$ cat config.mk
export PLATFORM = sky130hd
export DESIGN_NAME = count_step_check
export DESIGN_NICKNAME = d
export VERILOG_FILES = /design/src/rtl/count_step_check.sv
export SDC_FILE = /design/constraint.sdc
export NUM_CORES = 1
export LEC_CHECK = 0
export BUFFER_PORTS_ARGS = -buffer_cell sky130_fd_sc_hd__buf_2
export CORE_AREA = 2 2 39 41
export DETAILED_ROUTE_END_ITERATION = 12
export DIE_AREA = 0 0 41 43
export REMOVE_ABC_BUFFERS = 1
export SYNTH_ARGS = -nofsm -noshare
export SYNTH_HDL_FRONTEND = slang
export SYNTH_SLANG_ARGS = --single-unit
$ cat constraint.sdc
create_clock -name vclk -period 1.2
set_input_delay 0.18 -clock vclk [all_inputs]
set_output_delay 0.18 -clock vclk [all_outputs]
set_load 0.005 [all_outputs]
$ cat src/rtl/count_step_check.sv
// count_step_check: combinational check that one channel moved by DIR (or held when en=0).
module count_step_check #(
    parameter int WIDTH = 4,
    parameter int DIR   = 1
) (
    input  logic [WIDTH-1:0] prev,
    input  logic [WIDTH-1:0] obs,
    input  logic             en,
    output logic             ok
);

    localparam logic [WIDTH-1:0] STEP = WIDTH'(DIR);

    assign ok = obs == (en ? prev + STEP : prev);

endmodule

======== After elaboration in Yosys (flattened, before gate mapping) ========
Cells that the tools add are included.
word-level totals
  register bits ........................... 0
  input bits .............................. 9
cells by class
  muxes and demuxes ....................... 1
  add/subtract/negate cells ............... 1
  eq/ne operators ......................... 1
operators by type and width
  cell                                         number
  adder 4 x 1 -> 4 bit, second input constant  1
  equality test 4 bit                          1
  two-way mux 4 bit                            1

======== Longest topological paths before layout ========
  word-level depth ........................ 3
  depth in mapped cells ................... 4
  depth with buffers taken out ............ 4

======== Least setup slack after synthesis ========
Ideal clock, no wire load.
  path type ............................... input-to-output
  start point ............................. input port prev[0]
  end point ............................... output port ok
  path buffers ............................ 0
  stages .................................. 4
  setup slack ............................. -12 ps
  data arrival time ....................... 1032 ps
  data required time ...................... 1020 ps
  cells stage by stage .................... ha_1 xnor3_4 nand3_1 a211oi_2
between the ends
  longest elaborated chain between the ends .. 3
ends and longest elaborated chain
  element                  line  RTL
  start, declared          6     input logic [WIDTH-1:0] prev,
  adder 4 x 1 -> 4 bit     14    assign ok = obs == (en ? prev + STEP : prev);
  two-way mux 4 bit (*)    14
  equality test 4 bit (*)  14
  end, declared            9     output logic ok
Mark *: on every way between the ends. The rest lies on a longest branch, timed or not.

======== Worst setup path after layout ========
  start point ............................. input port obs[2]
  end point ............................... output port ok
between the ends
  longest elaborated chain between the ends .. 1
ends and longest elaborated chain
  element              line  RTL
  start, declared      7     input logic [WIDTH-1:0] obs,
  equality test 4 bit  14
Every way passes these cells.

==> flow_summary.yaml <==
sta:
  slew_headroom_pct: 89.0
  tightestPinTransition_ns: 0.160
  slew_violations: 0
  hold_viol_final: 0
  fin_ws_ns: -0.167
  post-route-period-util_pct: 114
  min_period_ns: 1.37
  final-setup-viol-count: 1
  fin_setup_tns_ns: -0.167
  rsz0062_at_grt: "true"
  timing.hold.ws_ns: 0.711
  fmax_ghz: 0.732
routing:
  viasPerCell: 3.34
  vias: 147
  drt_wl_total_um: 351
  final_antenna_net_count: 0
  wl_per_cell_um: 7.98
  drt_first_pass_iters: 1
  drt_iter0_drc: 0
  drcViolationCount: 0
finish:
  layout-area-overhead-vs-synth_pct: 111
  antenna_cells: 0
  seq_cells: 0
  drive_above_1_share_pct: 71.4
  finalNonFillerCells: 44
  n_clock_buffer: 0
  fillers: 160
  final_nets: 40
  ff_latch_area_um2: 0
grt:
  grt_pass1_vias: 123
  grt_max_degree: 4
  antenna_found_initial: 0
  gr-total-overflow: 0
  grt_use_total_pct: 3.50
  grt_pass1_wl_um: 434
floorplan:
  pin_count: 10
  start_util_pct: 8.86
  std_cell_rows: 14
  die_y_um: 43
  dieArea_mm2: 0.00176
  die_w_um: 41
  core_area_mm2: 0.00138
synth:
  ys_warn_count: 0
  syn_area_um2: 123
  synth_fa_ha_area_share_pct: 10.2
  yosysUniqueCellTypes: 9
  muxShareOfSynthArea_pct: 8.16
  synth_compound_area_share_pct: 10.2
  avgSynthCellArea_um2: 10.2
  synth_most_common_cell: "xor2_1"
  yosysSeqAreaShare_pct: 0
  synth_top_family_by_area: "XOR/XNOR gates"
  synthXorXnorAreaFrac_pct: 57.1
  ys_top_cells_by_count: "xor2_1, xnor2_1"
  yosysTopAreaCell: "xnor3_4"
  synthSimpleGateAreaFrac_pct: 14.3
  synth_top_area_share_pct: 21.4
  synth_cells: 12
  synth_area_leaders: "xnor3_4, xor2_1, xnor2_1"
place:
  dp_cells: 44
  io_buffers: 10
  gp_congestion: 0.491
  place_ws_ns: -0.296
critical_path:
  crit_arrival_ns: 1.19
  slowest_delay_ns: 0.42
  cp_top_family: "XOR/XNOR gates"
  critical_path_class: "input pin to output port"
  crit_chain: "buf_6 > buf_6 > xnor3_4 > nand3_2 > a211oi_2 > buf_2"
  path_max_fanout: 2
  crit_top_cell: "buf_6"
  critPathBufInv: 3
  end_kind: "output port"
  worstSetupStartpointType: "input pin"
  critPathRequiredTime_ns: 1.02
  crit_path_top_delay_cell: "xnor3_4"
status:
  violations: "setup timing"
  status: "finished with violations"
power_and_ir_drop:
  ir_worst_vdd_mv: 0.0415
  power_density_mw_per_mm2: 362
  leakage_uw: 0.000126
  power_uw: 93.7
clock_network:
  cts_setup_buffers: 0
hold_path:
  hold_class: "input pin to output port"
flow_run:
  cap_viol_max_count: 0
cell type report:
cell class | count | area [um^2] | share of cell area, %
Timing Repair Buffer | 16 | 109 | 42.0
Multi-Input combinational cell | 12 | 130 | 50.2
Tap cell | 16 | 20.0 | 7.73
worst paths after layout:
kind / depth (start not counted) / slack, ns / startpoint / to
max: 6 / -0.17 / obs[2] / ok
min: 4 / 0.71 / obs[1] / ok
layer usage:
layer	share of wire [%]	vias up	wire, um	global-route usage, %
li1	-	78	-	-
met1	33	63	117	2.22
met4	0	0	0	0
met3	6.6	0	23	0
met2	60	6	210	8.75
met5	0	-	0	0
per-stage QoR:
step | util, % | instance area [um^2]
2_1_floorplan | - | 123
3_3_place_gp | 17.2 | 238
3_5_place_dp | 17.2 | 238
4_1_cts | 18.7 | 259
5_1_grt | 18.7 | 259
6_report | 18.7 | 259
what timing repair did:
item                                    4_1_cts  5_1_grt
hold buffers                                  0        0
hold endpoints to repair                      0        0
pin swaps                                     3        0
endpoints found under the setup margin        1        1
resized for setup                             5        0
cells in the final DEF, fill, tap and decap left out, drive strengths merged:
cell and count:
buf 16, xor2 3, xnor2 2, xnor3 1, nand3 1, or3 1, nand4 1, mux2i 1
a211oi 1, ha 1
cell families (layout without fill, tap and decap cells):
| kind of cell | after synthesis | after routing |
|---|---|---|
| compound gates | 1 | 1 |
| xor+xnor | 6 | 6 |
| fa+ha+maj | 1 | 1 |
| buf+inv | 0 | 16 |
| mux | 1 | 1 |
| simple gates | 3 | 3 |
where the power goes:
group / leakage, uW / internal (uW) / total, uW / switching [uW]
clock: 0 / 0 / 0 / 0
sequential: 0 / 0 / 0 / 0
combinational: 0.000126 / 59.6 / 93.7 / 34.1
No activity file was read; power rests on OpenSTA's default activity.
